File: src/rtl/io_port.sv
// io_port: memory-mapped I/O unit sitting downstream of the CPU core.
// It decodes CPU I/O cycles into a small register window that holds a
// first-word-fall-through TX FIFO, a synchronised input port and an
// optional compare timer.
// The timer is built only when IO_PORT_TIMER_EN is defined. Without it,
// registers 3..5 read zero and ignore writes, and STATUS.texp reads zero.
// Register reads are combinational so the single-cycle core sees its data
// in the same cycle. Writes take effect on the clock edge.
module io_port #(
  parameter int FIFO_DEPTH = 4,
  parameter int GPIN_W     = 16,
  parameter int TIMER_W    = 16
) (
  input  logic              clk,
  input  logic              rst_n,
  input  logic [15:0]       a_in,
  input  logic [15:0]       d_in,
  input  logic              wen_in,
  input  logic              iom_in,
  output logic [15:0]       io_out,
  input  logic [GPIN_W-1:0] gpio_in,
  output logic [15:0]       tx_data_out,
  output logic              tx_valid_out,
  input  logic              tx_ready_in
);

  localparam int PTR_W = $clog2(FIFO_DEPTH);
  localparam int CNT_W = PTR_W + 1;
  localparam logic [CNT_W-1:0] DEPTH_C = CNT_W'(FIFO_DEPTH);

  localparam logic [2:0] REG_TXDATA = 3'd0;
  localparam logic [2:0] REG_STATUS = 3'd1;
  localparam logic [2:0] REG_GPIN   = 3'd2;
  localparam logic [2:0] REG_TCMP   = 3'd3;
  localparam logic [2:0] REG_TCNT   = 3'd4;
  localparam logic [2:0] REG_TCTRL  = 3'd5;

  // Decode and handshake signals
  logic             sel;
  logic [2:0]       reg_idx;
  logic             wr_stb;
  logic             push;
  logic             status_wr;
  logic             fifo_empty;
  logic             fifo_full;
  logic             pop;
  logic             push_ok;
  logic             push_drop;

  // FIFO state
  logic [15:0]      mem_reg [FIFO_DEPTH];
  logic [PTR_W-1:0] wr_ptr_reg;
  logic [PTR_W-1:0] rd_ptr_reg;
  logic [CNT_W-1:0] count_reg;
  logic             ovf_reg;

  // Input synchroniser
  logic [GPIN_W-1:0] sync1_reg;
  logic [GPIN_W-1:0] sync2_reg;

  logic              texp_bit;
  logic [15:0]       status_word;

  // Address decode, write strobes and FIFO push/pop qualification
  always_comb begin
    sel        = iom_in && (a_in[15:3] == 13'd0);
    reg_idx    = a_in[2:0];
    wr_stb     = sel && wen_in;
    push       = wr_stb && (reg_idx == REG_TXDATA);
    status_wr  = wr_stb && (reg_idx == REG_STATUS);
    fifo_empty = (count_reg == '0);
    fifo_full  = (count_reg == DEPTH_C);
    pop        = !fifo_empty && tx_ready_in;
    // A push into a full FIFO still lands if the head leaves in the same cycle.
    push_ok    = push && (!fifo_full || pop);
    push_drop  = push && fifo_full && !pop;
  end

  // FIFO storage, pointers and occupancy
  always_ff @(posedge clk or negedge rst_n) begin
    if (!rst_n) begin
      for (int i = 0; i < FIFO_DEPTH; i++) begin
        mem_reg[i] <= '0;
      end
      wr_ptr_reg <= '0;
      rd_ptr_reg <= '0;
      count_reg  <= '0;
    end else begin
      if (push_ok) begin
        mem_reg[wr_ptr_reg] <= d_in;
        wr_ptr_reg          <= wr_ptr_reg + PTR_W'(1);
      end
      if (pop) begin
        rd_ptr_reg <= rd_ptr_reg + PTR_W'(1);
      end
      case ({push_ok, pop})
        2'b10:   count_reg <= count_reg + CNT_W'(1);
        2'b01:   count_reg <= count_reg - CNT_W'(1);
        default: count_reg <= count_reg;
      endcase
    end
  end

  // Sticky overflow flag, cleared by writing 1 to STATUS bit 3
  always_ff @(posedge clk or negedge rst_n) begin
    if (!rst_n) begin
      ovf_reg <= 1'b0;
    end else if (push_drop) begin
      ovf_reg <= 1'b1;
    end else if (status_wr && d_in[3]) begin
      ovf_reg <= 1'b0;
    end
  end

  // Two-flop synchroniser for the asynchronous input port
  always_ff @(posedge clk or negedge rst_n) begin
    if (!rst_n) begin
      sync1_reg <= '0;
      sync2_reg <= '0;
    end else begin
      sync1_reg <= gpio_in;
      sync2_reg <= sync1_reg;
    end
  end

  // Sink side of the FIFO: head word shown only while non-empty
  always_comb begin
    tx_valid_out = !fifo_empty;
    tx_data_out  = fifo_empty ? 16'h0000 : mem_reg[rd_ptr_reg];
  end

`ifdef IO_PORT_TIMER_EN
  logic [TIMER_W-1:0] tcnt_reg;
  logic [TIMER_W-1:0] tcnt_next;
  logic [TIMER_W-1:0] tcmp_reg;
  logic [TIMER_W-1:0] tcmp_next;
  logic               en_reg;
  logic               en_next;
  logic               ar_reg;
  logic               ar_next;
  logic               texp_reg;
  logic               texp_next;
  logic               match;

  // Timer next state: count/match first, then CPU writes override
  always_comb begin
    tcnt_next = tcnt_reg;
    tcmp_next = tcmp_reg;
    en_next   = en_reg;
    ar_next   = ar_reg;
    texp_next = texp_reg;
    match     = en_reg && (tcnt_reg == tcmp_reg);

    if (status_wr && d_in[2]) begin
      texp_next = 1'b0;
    end
    // A match raises texp even when software is clearing it this cycle.
    if (match) begin
      texp_next = 1'b1;
      if (ar_reg) begin
        tcnt_next = '0;
      end else begin
        en_next = 1'b0;
      end
    end else if (en_reg) begin
      tcnt_next = tcnt_reg + TIMER_W'(1);
    end

    if (wr_stb && (reg_idx == REG_TCMP)) begin
      tcmp_next = d_in[TIMER_W-1:0];
    end
    if (wr_stb && (reg_idx == REG_TCNT)) begin
      tcnt_next = d_in[TIMER_W-1:0];
    end
    if (wr_stb && (reg_idx == REG_TCTRL)) begin
      en_next = d_in[0];
      ar_next = d_in[1];
    end
  end

  // Timer state register
  always_ff @(posedge clk or negedge rst_n) begin
    if (!rst_n) begin
      tcnt_reg <= '0;
      tcmp_reg <= '1;
      en_reg   <= 1'b0;
      ar_reg   <= 1'b0;
      texp_reg <= 1'b0;
    end else begin
      tcnt_reg <= tcnt_next;
      tcmp_reg <= tcmp_next;
      en_reg   <= en_next;
      ar_reg   <= ar_next;
      texp_reg <= texp_next;
    end
  end

  assign texp_bit = texp_reg;
`else
  assign texp_bit = 1'b0;
`endif

  // STATUS layout: {8'0, count[3:0], ovf, texp, full, empty}
  always_comb begin
    status_word = {8'h00, 4'(count_reg), ovf_reg, texp_bit, fifo_full, fifo_empty};
  end

  // Combinational read mux; unselected or unmapped accesses return 0
  always_comb begin
    io_out = 16'h0000;
    if (sel) begin
      case (reg_idx)
        REG_STATUS: io_out = status_word;
        REG_GPIN:   io_out = 16'(sync2_reg);
`ifdef IO_PORT_TIMER_EN
        REG_TCMP:   io_out = 16'(tcmp_reg);
        REG_TCNT:   io_out = 16'(tcnt_reg);
        REG_TCTRL:  io_out = {14'd0, ar_reg, en_reg};
`endif
        default:    io_out = 16'h0000;
      endcase
    end
  end

endmodule

File: config.mk
export PLATFORM = sky130hd
export DESIGN_NAME = io_port
export DESIGN_NICKNAME = d
export VERILOG_FILES = /design/src/rtl/io_port.sv
export SDC_FILE = /design/constraint.sdc
export NUM_CORES = 1
export LEC_CHECK = 0
export CAP_MARGIN = 20
export CORE_MARGIN = 10
export CORE_UTILIZATION = 47
export CTS_CLUSTER_SIZE = 40
export DETAILED_ROUTE_END_ITERATION = 6
export PLACE_DENSITY = 0.82
export RECOVER_POWER = 50
export SLEW_MARGIN = 30
export SYNTH_ARGS = -nofsm -noshare
export SYNTH_HDL_FRONTEND = slang
export SYNTH_SLANG_ARGS = --single-unit
File: constraint.sdc
create_clock -name clk -period 2.3 [get_ports clk]
set_input_delay 0.46 -clock clk [delete_from_list [all_inputs] [get_ports clk]]
set_output_delay 0.46 -clock clk [all_outputs]
set_load 0.1 [all_outputs]
# Word level (Yosys, flattened, before mapping)
# Index checks and enable logic that the tools add are counted.
# op_classes
add_sub_neg	4
multipliers	0
div_mod_pow	0
magnitude_cmp	3
n_eq_ne	5
n_shift	0
muxes	12
bitwise_logic	2
reduce_logical	19
# op_table
op	count
$mux W16	5
$bwmux W64	1
$bmux W16 S2	1
$demux W16 S2	1
$pmux W16 S2	1
$logic_not A13 Y1	1
$logic_and A1 B1 Y1	10
$ge A3 B3 Y1 const B	2
$logic_not A3 Y1	2
$not A2 Y3	2
$pmux W3 S2	1
$add A2 B1 Y2 const B	2
$reduce_bool A2 Y1	2
$add A3 B1 Y3 const B	1
$eq A3 B1 Y1 const B	1
$eq A3 B2 Y1 const B	1
$eq A3 B3 Y1 const B	1
$logic_not A1 Y1	3
$lt A3 B1 Y1 const B	1
$sub A3 B1 Y3 const B	1
$eq A2 B1 Y1 const B	1
$eq A2 B2 Y1 const B	1
$mux W1	2
$logic_or A1 B1 Y1	1
# totals
register_bits	104
latch_bits	0
mem_bits_rw	0
romBits	0
in_bits	53
out_inout_bits	33
elab_cells	55
memories	0

# Logic depth before layout (Yosys ltp)
# Gate-level depths: netlist of run 1.
# logic_depth
word_depth	7
mapped_depth	10
mapped_depth_nobuf	9

# Worst setup path before layout of run 1
# Ideal clock, no wire load.
# synth_path
path_kind	input to output
start	input a_in[6]
end	output io_out[0]
t_arrival_ps	2665
required_ps	1840
path_slack_ps	-825
stages	3
path_buffers	0
cell_sequence	nor4_4 -> nand4_4 -> nor2_1
# synth_between
elab_chain_len	3
# synth_rtl
item	line_no	source
start: declaration	16	input logic [15:0] a_in,
$logic_not A13 Y1	66	sel = iom_in && (a_in[15:3] == 13'd0);
$logic_and A1 B1 Y1	66	
$mux W16	211	if (sel) begin
end: declaration	20	output logic [15:0] io_out,
# Every way passes these cells.

# Worst setup path after layout of run 1
# layout_path
start	register rd_ptr_reg[0]
end	output tx_data_out[15]
# layout_between
elab_chain_len	5
# layout_rtl
item	line_no	source
start: declaration	53	logic [PTR_W-1:0] rd_ptr_reg;
start signal: assignment	94	rd_ptr_reg <= rd_ptr_reg + PTR_W'(1);
$not A2 Y3 (implied by the code)	129	tx_data_out = fifo_empty ? 16'h0000 : mem_reg[rd_ptr_reg];
$bmux W16 S2	129	
$mux W16 (implied by the code) (2 in series)	129	
$mux W16	129	
end: declaration	22	output logic [15:0] tx_data_out,
# Every way passes these cells. The select of a mux whose other input is x is not followed.

==> results.sh, run 1 <==
export IMPL_synth_seq_cells=104
export IMPL_timing_critical_path_arrival_ps=1840
export IMPL_clock_skew_final_ps=14.8
export IMPL_grt_start_max_net_pins=48
export IMPL_regToRegSetupSlack_ps=50
export IMPL_initial_core_util_pct=47.7
export IMPL_final_max_slew_violation_count=0
export IMPL_fillerInstances=604
export IMPL_fin_setup_tns_ps=0
export IMPL_synth_largest_type_area_fraction_pct=56.4
export IMPL_yosys_most_used_dff="sky130_fd_sc_hd__dfrtp_1"
export IMPL_die_h_um=119
export IMPL_timing_worst_slew_pin_value_ps=1140
export IMPL_post_synth_main_area_contributors="sky130_fd_sc_hd__dfrtp_1 56%, sky130_fd_sc_hd__mux2_4 13%, sky130_fd_sc_hd__mux4_2 7.8%"
export IMPL_synth_cell_area_um2=4620
export IMPL_fin_crit_ps=2300
export IMPL_drt_antenna_violating_nets=0
export IMPL_synth_most_common_cell="sky130_fd_sc_hd__dfrtp_1"
export IMPL_antenna_cells=0
export IMPL_setup_worst_path_start_class="register"
export IMPL_number_of_buffers_added_by_the_clock_tree_synthesis_step=9
export IMPL_hp_class="input pin to async pin"
export IMPL_place_congestion=0.831
export IMPL_drt_iter0_markers=101
export IMPL_worstPathRequired_ps=1840
export IMPL_grt_antenna_before_repair=0
export IMPL_setup_violations_final=0
export IMPL_leakage_nw=3.19
export IMPL_cp_max_fo=5
export IMPL_totalPowerFinal_w=0.00419
export IMPL_fin_nets=462
export IMPL_yosys_cell_types_count=32
export IMPL_tritoncts="yes"
export IMPL_hpwlAfterDp_um=7660
export IMPL_syn2layout_area_growth_pct=43.8
export IMPL_worstSetupEndpointType="output pin"
export IMPL_synth_yosys_seq_area_share_pct=56.4
export IMPL_floorplan_rows=36
export IMPL_post_route_cells_drive_above_1_share_pct=56.4
export IMPL_root_buffer="sky130_fd_sc_hd__clkbuf_8"
export IMPL_mean_post_synth_cell_area_um2=16.3
export IMPL_die_w_um=119
export IMPL_htreeDepth=3
export IMPL_holdBufCountCts=0
export IMPL_global_route_overflow_total=0
export IMPL_synth_fp_nets=342
export IMPL_track_usage_pct=15.8
export IMPL_clk_pin_slew_worst_paths_ps=100
export IMPL_grt_pass1_vias=3132
export IMPL_die_area_um2=14200
export IMPL_synth_edf_count=0
export IMPL_core_area_um2=9680
export IMPL_synth_yosys_warnings=0
export IMPL_drc=0
export IMPL_status="finished clean"
export IMPL_largest_register_ff_count=64
export IMPL_cap_viol_max_count=0
export IMPL_postSynth_asyncResetShare_pct=100
export IMPL_routed_via_count=2834
export IMPL_synth_area_leader_cell="sky130_fd_sc_hd__dfrtp_1"
export IMPL_timing_fmax_mhz=435
export IMPL_p_per_area_nw_per_um2=631
export IMPL_relSlewSlack_pct=23.9
export IMPL_drt_first_pass_iters=4
export IMPL_clkLatencyLatePin_ps=360
export IMPL_vias_per_cell=5.24
export IMPL_worst_r2r_startpoint="count_reg[1]$_DFFE_PN0P_"
export IMPL_wl_um=11500
export IMPL_rsz0062_at_grt="yes"
export IMPL_numPortBuffers=85
export IMPL_ir_worst_vdd_v=0.000396
export IMPL_tritoncts_num_sinks=104
export IMPL_post_synth_most_frequent_cells="104 x sky130_fd_sc_hd__dfrtp_1, 40 x sky130_fd_sc_hd__mux2_4, 27 x sky130_fd_sc_hd__and2_1"
export IMPL_grt_pass1_wl_um=17600
export IMPL_clk_path_buf_depth=2
export IMPL_regToRegEndpoint="count_reg[2]$_DFFE_PN0P_"
export IMPL_design_portCount=86
export IMPL_final_hold_violation_count=0
export IMPL_worst_setup_path_type="register to output pin"
export IMPL_synthesis_instances=283
export IMPL_timing_final_crit_share_pct=100
export IMPL_reg2regPathDepth=9
export IMPL_routed_wire_length_per_instance_um=21.3
[cells by family (layout without fill, tap and decap cells)]
logic type	count (synthesis)	in the layout	synth area share, %
AND/OR/NAND/NOR	61	62	10.2
XOR/XNOR	6	6	1.14
adder cells (fa/ha/maj)	6	6	1.79
buffers and inverters	17	141	2.28
AO/OA/AOI/OAI	7	7	1.11
multiplexers	82	82	27.1
flip-flops	104	104	56.4
[per-layer routing]
layer / wire length (um) / GRT usage (%) / vias up
li1: - / - / 1253
met1: 4770 / 19.6 / 1517
met2: 6320 / 27.4 / 60
met3: 326 / 3.07 / 4
met4: 87 / 4.89 / 0
met5: 0 / 0 / -
[cell usage in the layout (no fill, tap or decap), drive strengths merged, types with 2 or more instances in the layout]
cell type        n
dfrtp          104
buf             69
mux2            65
and2            27
clkbuf          21
clkdlybuf4s50   18
mux4            16
dlygate4sd3     16
nor2             9
inv              6
nand4            6
nor2b            6
ha               5
a22oi            5
clkinv           4
xnor2            3
xor2             3
clkdlybuf4s15    3
dlygate4sd2      3
nor4             3
nor4b            2
nand2            2
[critical path: stages, from the launching register on]
cell and delay, ps:
sky130_fd_sc_hd__dfrtp_2 430, sky130_fd_sc_hd__buf_6 130, sky130_fd_sc_hd__buf_16 110, sky130_fd_sc_hd__mux4_2 490
sky130_fd_sc_hd__and2_4 160, sky130_fd_sc_hd__buf_12 160
[cell type report]
class                      instances  area, um2  share of cell area (%)
tap                              133        166                    2.51
multi-input combinational        163       2120                    31.9
inverter                           5       18.8                   0.283
clock buffer                      11        151                    2.28
timing repair buffer             120       1530                    23.0
clock inverter                     5       51.3                   0.773
sequential                       104       2610                    39.2
[power by group]
part	leakage [nW]	internal (W)	total, W	switching [W]
Clock	0.103	0.000473	0.00112	0.000650
Sequential	1.36	0.00191	0.00198	0.0000753
Combinational	1.73	0.000549	0.00108	0.000532
[how the worst max path moves through the flow]
| stage | startpoint | to | slack [ps] | cells after the start |
|---|---|---|---|---|
| 2_1_floorplan | a_in[7] | io_out[10] | -260 | 4 |
| 3_3_place_gp | a_in[0] | count_reg[2]$_DFFE_PN0P_ | -260 | 10 |
| 3_5_place_dp | a_in[7] | count_reg[2]$_DFFE_PN0P_ | -320 | 10 |
| 4_1_cts | rd_ptr_reg[0]$_DFFE_PN0P_ | tx_data_out[11] | -40 | 5 |
| 5_1_grt | wen_in | count_reg[2]$_DFFE_PN0P_ | -140 | 10 |
| 6_report | rd_ptr_reg[0]$_DFFE_PN0P_ | tx_data_out[15] | 0.4 | 5 |
[per-stage QoR]
stage / instances / hold slack, ps / setup slack [ps] / utilization (%) / instance area (um2)
floorplan: 283 / 164 / -257 / - / 4710
global placement: 514 / 332 / -259 / 64.3 / 6230
detailed placement: 514 / 336 / -317 / 64.3 / 6230
CTS: 538 / 101 / -40.4 / 68.1 / 6590
global route: 541 / 363 / -142 / 68.5 / 6640
finish: 541 / 304 / 0.352 / 68.5 / 6640
[repair_timing]
item | 4_1_cts | 5_1_grt
pin swaps | 7 | 12
resized for setup | 62 | 28
setup endpoints to repair | 32 | 34
gates cloned | 2 | 1
buffers inserted | 6 | 3
Power figures use the tool's default switching activity.
==> inputs of run 2 (changes only) <==
CORE_MARGIN = unset   (was 10)
==> run 2 against run 1 <==
  * Combinational power about the same
  * Hold slack better by 6.9 ps
  * Via count down 0.14%
  * Power rose by 1.1%
  * Final cell count up 0.92%
  * Setup slack improved by 6.8 ps
  * Routed wire length decreased by 8.0%
  * Non-clock buffer count grew 9
  * Critical endpoint is now tx_data_out[13]
  * Clock skew decreased by 9.7 ps
  * Fmax is 0.30% higher
  * Critical path type unchanged
  * Sequential power about the same
  * Flip-flop and latch count stayed put
==> results.sh, run 2 (synthesis results as in run 1) <==
export IMPL_worstSetupEndpointType="output pin"
export IMPL_timing_critical_path_slowest_cell_delay_ps=420
export IMPL_switchingPower_w=0.00127
export IMPL_timing_final_crit_share_pct=99.7
export IMPL_rsz0062_at_grt="yes"
export IMPL_grt_pass1_wl_um=16600
export IMPL_place_ws_ps=-330
export IMPL_fin_crit_ps=2290
export IMPL_critical_path_top_delay_family="simple AND/OR/NAND/NOR gates"
export IMPL_tritoncts="yes"
export IMPL_grt_antenna_before_repair=0
export IMPL_largest_register_ff_count=64
export IMPL_vias_per_cell=5.18
export IMPL_numPortBuffers=85
export IMPL_finish_instance_area_um2=6720
export IMPL_drt_iter0_markers=100
export IMPL_hp_class="input pin to async pin"
export IMPL_tritoncts_num_sinks=104
export IMPL_p_comb_share_pct=24.8
export IMPL_most_common_layout_cells="103 x sky130_fd_sc_hd__dfrtp_1, 42 x sky130_fd_sc_hd__buf_12, 40 x sky130_fd_sc_hd__mux2_4"
export IMPL_sequentialPowerShare_pct=46.8
export IMPL_cell_internal_pwr_w=0.00296
export IMPL_timing_fmax_mhz=436
export IMPL_final_max_slew_violation_count=0
export IMPL_die_w_um=101
export IMPL_timing_worst_slew_pin_value_ps=1190
export IMPL_die_area_um2=10200
export IMPL_clk_path_buf_depth=2
export IMPL_place_congestion=0.762
export IMPL_root_buffer="sky130_fd_sc_hd__clkbuf_8"
export IMPL_timing_critical_path_arrival_ps=1830
export IMPL_postPlaceCellArea_um2=6310
export IMPL_fillerInstances=595
export IMPL_totalPowerFinal_w=0.00423
export IMPL_global_route_overflow_total=0
export IMPL_setup_violations_final=0
export IMPL_netSwitchingFraction_pct=30.0
export IMPL_leakage_nw=3.25
export IMPL_holdBufCountCts=0
export IMPL_clkPwrFrac_pct=28.4
export IMPL_setup_worst_path_start_class="register"
export IMPL_worst_setup_path_type="register to output pin"
export IMPL_final_hold_violation_count=0
export IMPL_mostFrequentLayoutCell="sky130_fd_sc_hd__dfrtp_1"
export IMPL_post_route_cells_drive_above_1_share_pct=56.4
export IMPL_design_portCount=86
export IMPL_grt_pass1_vias=3170
export IMPL_post_place_cells=518
export IMPL_syn2layout_area_growth_pct=45.6
export IMPL_htreeDepth=3
export IMPL_hpwlAfterDp_um=6920
export IMPL_track_usage_pct=22.0
export IMPL_ir_worst_vdd_v=0.000356
export IMPL_timing_critical_path_cells="buf_6, or3_4, clkbuf_16, and2_4, buf_12"
export IMPL_status="finished clean"
export IMPL_grt_start_max_net_pins=51
export IMPL_number_of_buffers_added_by_the_clock_tree_synthesis_step=9
export IMPL_drt_first_pass_iters=4
export IMPL_slowest_stage="sky130_fd_sc_hd__dfrtp_1"
export IMPL_fin_setup_tns_ps=0
export IMPL_p_per_area_nw_per_um2=630
export IMPL_antenna_cells=0
export IMPL_die_h_um=101
export IMPL_critical_path_startpoint="count_reg[0]$_DFFE_PN0P_"
export IMPL_clk_pin_slew_worst_paths_ps=100
export IMPL_routed_via_count=2830
export IMPL_drc=0
export IMPL_clock_skew_final_ps=5.13
export IMPL_initial_core_util_pct=49.3
export IMPL_worst_r2r_startpoint="count_reg[0]$_DFFE_PN0P_"
export IMPL_clkLatencyLatePin_ps=370
export IMPL_routed_wire_length_per_instance_um=19.4
export IMPL_fin_nets=471
export IMPL_final_setup_worst_slack_ps=7.18
export IMPL_cp_max_fo=8
export IMPL_wl_um=10600
export IMPL_relSlewSlack_pct=20.6
export IMPL_core_area_um2=9370
export IMPL_cap_viol_max_count=0
export IMPL_floorplan_rows=35
export IMPL_cp_buffers_inverters=3
export IMPL_drt_antenna_violating_nets=0
export IMPL_finalNonFillerCells=546
export IMPL_worstPathRequired_ps=1840
## run 2: final timing paths
check	endpoint	slack (ps)	cells past startpoint
setup / recovery	tx_data_out[13]	7	5
hold / removal	sync1_reg[13]$_DFF_PN0_	310	1
setup reg to reg	count_reg[1]$_DFFE_PN0P_	140	7
hold reg to reg	sync2_reg[12]$_DFF_PN0_	360	0
max in group asynchronous	sync1_reg[8]$_DFF_PN0_	600	2
min in group clk	sync2_reg[12]$_DFF_PN0_	360	0
## run 2: routing by layer
layer	GRT usage [%]	wire, um	vias up
li1	-	-	1275
met1	28.4	4620	1487
met2	37.9	5500	53
met3	3.33	281	15
met4	7.92	183	0
met5	0	0	-
## run 2: power by group through the flow
stage               Sequential, W  Clock, W  Combinational, W
floorplan                 0.00197         0          0.000476
global placement          0.00198         0          0.000818
detailed placement        0.00199         0          0.000849
CTS                       0.00198   0.00122          0.000986
global route              0.00199   0.00130           0.00112
finish                    0.00198   0.00120           0.00105
## run 2: final cells by class
cell class	count	area, um2	area share (%)
clock buffers	9	124	1.84
clock inverters	7	83.8	1.25
flip-flops and latches	104	2600	38.7
well taps	129	161	2.40
repair buffers	129	1630	24.2
multi-input cells	163	2100	31.2
inverters	5	18.8	0.279
## run 2: per-stage QoR
step                      util (%)  hold slack (ps)
after global routing          71.7              362
after global placement        67.3              331
after detailed placement      67.3              335
after floorplan                  -              164
final                         71.7              311
after CTS                     71.3              115
## run 2: timing repair
| item | 4_1_cts | 5_1_grt |
|---|---|---|
| setup buffers | 5 | 4 |
| cloned | 2 | 1 |
| hold endpoints to repair | 0 | 0 |
| endpoints found under the setup margin | 32 | 34 |
| gates resized for setup | 57 | 19 |
| pin swaps | 19 | 11 |
==> inputs of run 3 (changes only) <==
GPL_TIMING_DRIVEN = 0   (was unset)
==> run 3 against run 2 <==
  * The run now ends with negative setup slack left
  * Clock-buffer cell count increased by 1
  * Flip-flop and latch count unchanged
  * Core utilization decreased by 2.2 points
  * Largest cell class unchanged
  * Combinational power increased by 4%
  * Critical path depth unchanged
==> results.sh, run 3 (synthesis results as in run 1) <==
export IMPL_status="finished with violations"
export IMPL_violations="negative setup slack"
export IMPL_global_route_overflow_total=0
export IMPL_timing_critical_path_cells="buf_12, buf_12, mux4_2, and2_4, buf_12"
export IMPL_cp_max_fo=6
export IMPL_routed_via_count=2768
export IMPL_grt_antenna_before_repair=0
export IMPL_setup_violations_final=10
export IMPL_hpwlAfterDp_um=6360
export IMPL_core_area_um2=9370
export IMPL_tritoncts_num_sinks=104
export IMPL_syn2layout_area_growth_pct=41.1
export IMPL_clock_skew_final_ps=14.5
export IMPL_post_place_cells=498
export IMPL_grt_pass1_vias=2999
export IMPL_timing_critical_path_arrival_ps=1880
export IMPL_largest_register_ff_count=64
export IMPL_ir_worst_vdd_v=0.000412
export IMPL_p_per_area_nw_per_um2=652
export IMPL_drt_first_pass_iters=4
export IMPL_critical_path_startpoint="rd_ptr_reg[0]$_DFFE_PN0P_"
export IMPL_die_h_um=101
export IMPL_reg2regPathDepth=10
export IMPL_worst_r2r_startpoint="count_reg[0]$_DFFE_PN0P_"
export IMPL_root_buffer="sky130_fd_sc_hd__clkbuf_8"
export IMPL_final_max_slew_violation_count=0
export IMPL_regToRegEndpoint="count_reg[2]$_DFFE_PN0P_"
export IMPL_globalRouteMet1Util_pct=28.0
export IMPL_critical_path_top_delay_family="multiplexers"
export IMPL_worstSetupEndpointType="output pin"
export IMPL_holdBufCountCts=0
export IMPL_grt_start_max_net_pins=62
export IMPL_design_portCount=86
export IMPL_floorplan_rows=35
export IMPL_finalNonFillerCells=533
export IMPL_fin_crit_ps=2340
export IMPL_grt_pass1_wl_um=16200
export IMPL_hp_class="input pin to async pin"
export IMPL_timing_fmax_mhz=427
export IMPL_grt_use_met3_pct=5.41
export IMPL_fillerInstances=619
export IMPL_clk_pin_slew_worst_paths_ps=90
export IMPL_track_usage_pct=21.7
export IMPL_fin_nets=458
export IMPL_worst_path_stages=5
export IMPL_clk_path_buf_depth=2
export IMPL_vias_per_cell=5.19
export IMPL_fin_setup_tns_ps=-180
export IMPL_grt_busiest_layer="met2"
export IMPL_post_route_cells_drive_above_1_share_pct=56.2
export IMPL_cp_buffers_inverters=3
export IMPL_relSlewSlack_pct=25.7
export IMPL_worst_setup_path_type="register to output pin"
export IMPL_setup_worst_path_start_class="register"
export IMPL_place_congestion=0.747
export IMPL_timing_critical_path_slowest_cell_delay_ps=500
export IMPL_timing_worst_slew_pin_value_ps=1110
export IMPL_leakage_nw=3.16
export IMPL_die_w_um=101
export IMPL_cap_viol_max_count=0
export IMPL_wl_um=10400
export IMPL_antenna_cells=0
export IMPL_timing_final_crit_share_pct=102
export IMPL_clkLatencyLatePin_ps=370
export IMPL_totalPowerFinal_w=0.00425
export IMPL_number_of_buffers_added_by_the_clock_tree_synthesis_step=9
export IMPL_die_area_um2=10200
export IMPL_final_hold_violation_count=0
export IMPL_drt_iter0_markers=117
export IMPL_drt_antenna_violating_nets=0
export IMPL_crit_path_end="tx_data_out[5]"
export IMPL_initial_core_util_pct=49.3
export IMPL_drc=0
export IMPL_register_area_um2=2610
export IMPL_rsz0062_at_grt="yes"
export IMPL_numPortBuffers=85
export IMPL_routed_wire_length_per_instance_um=19.5
export IMPL_most_common_layout_cells="101 x sky130_fd_sc_hd__dfrtp_1, 40 x sky130_fd_sc_hd__mux2_4, 30 x sky130_fd_sc_hd__buf_12"
export IMPL_slowest_stage="sky130_fd_sc_hd__mux4_2"
export IMPL_mostFrequentLayoutCell="sky130_fd_sc_hd__dfrtp_1"
export IMPL_final_setup_worst_slack_ps=-41.4
export IMPL_multi_input_area_um2=2120
export IMPL_tritoncts="yes"
export IMPL_worstPathRequired_ps=1840
export IMPL_grt_util_met2_pct=36.9
export IMPL_fin_util_pct=69.5
export IMPL_regToRegSetupSlack_ps=0
export IMPL_cp_common_cell="sky130_fd_sc_hd__buf_12"
export IMPL_htreeDepth=3
-- run 3: cell count changes in the layout (fill, tap and decap cells not counted), moves of 3 or more --
cell / change
sky130_fd_sc_hd__a22oi_1: +3
sky130_fd_sc_hd__a22oi_2: -3
sky130_fd_sc_hd__buf_12: -12
sky130_fd_sc_hd__buf_2: +6
sky130_fd_sc_hd__buf_4: -7
sky130_fd_sc_hd__buf_6: +6
sky130_fd_sc_hd__clkbuf_2: -3
sky130_fd_sc_hd__dlygate4sd2_1: -4
-- run 3: worst reg2reg max path: stages (launching register included) --
cell	delay (ps)
sky130_fd_sc_hd__dfrtp_2	480
sky130_fd_sc_hd__nor4b_4	320
sky130_fd_sc_hd__nor2b_1	70
sky130_fd_sc_hd__buf_4	130
sky130_fd_sc_hd__nand4b_1	120
sky130_fd_sc_hd__ha_2	200
sky130_fd_sc_hd__inv_1	50
sky130_fd_sc_hd__fa_1	380
sky130_fd_sc_hd__xor2_1	200
sky130_fd_sc_hd__nor2_1	80
sky130_fd_sc_hd__xor2_1	140
-- run 3: what timing repair did --
item                       CTS  global route
gates cloned                 3             0
buffers inserted            13             5
setup endpoints to repair   75            31
pin swaps                   13            12
gates resized for setup    354            28
-- run 3: area by class of cell --
class                           count  area share [%]
Clock inverter                      6            1.02
Tap cell                          129            2.48
Timing Repair Buffer              106            19.8
Inverter                            5           0.288
Clock buffer                       10            1.96
Buffer                             10            1.92
Sequential cell                   104            40.0
Multi-Input combinational cell    163            32.5
-- run 3: report_power, final --
group          total, W  switching (W)  internal (W)
registers       0.00201       0.000102       0.00191
clock network   0.00114       0.000629      0.000513
logic           0.00109       0.000514      0.000578
-- run 3: worst min path at each step --
stage | start | end | slack (ps) | cells past startpoint
after floorplan | rst_n | count_reg[0]$_DFFE_PN0P_ | 160 | 0
after global placement | sync1_reg[14]$_DFF_PN0_ | sync2_reg[14]$_DFF_PN0_ | 330 | 0
after detailed placement | sync1_reg[13]$_DFF_PN0_ | sync2_reg[13]$_DFF_PN0_ | 330 | 0
after CTS | rst_n | mem_reg[14]$_DFFE_PN0P_ | 6 | 1
after global routing | rst_n | sync1_reg[12]$_DFF_PN0_ | 360 | 1
final | rst_n | sync2_reg[15]$_DFF_PN0_ | 300 | 1
-- run 3: metrics by stage --
stage	instance area (um2)	setup slack [ps]	hold slack (ps)
after floorplan	4710	-257	164
after global placement	5720	-2810	332
after detailed placement	5750	-1900	335
after CTS	6440	-52.5	6.23
after global routing	6510	-113	359
final	6510	-41.4	297
-- run 3: layer usage --
layer / up-vias / part of all wire [%]
li1: 1246 / -
met1: 1447 / 43
met2: 65 / 52
met3: 10 / 3.6
met4: 0 / 1.3
met5: - / 0
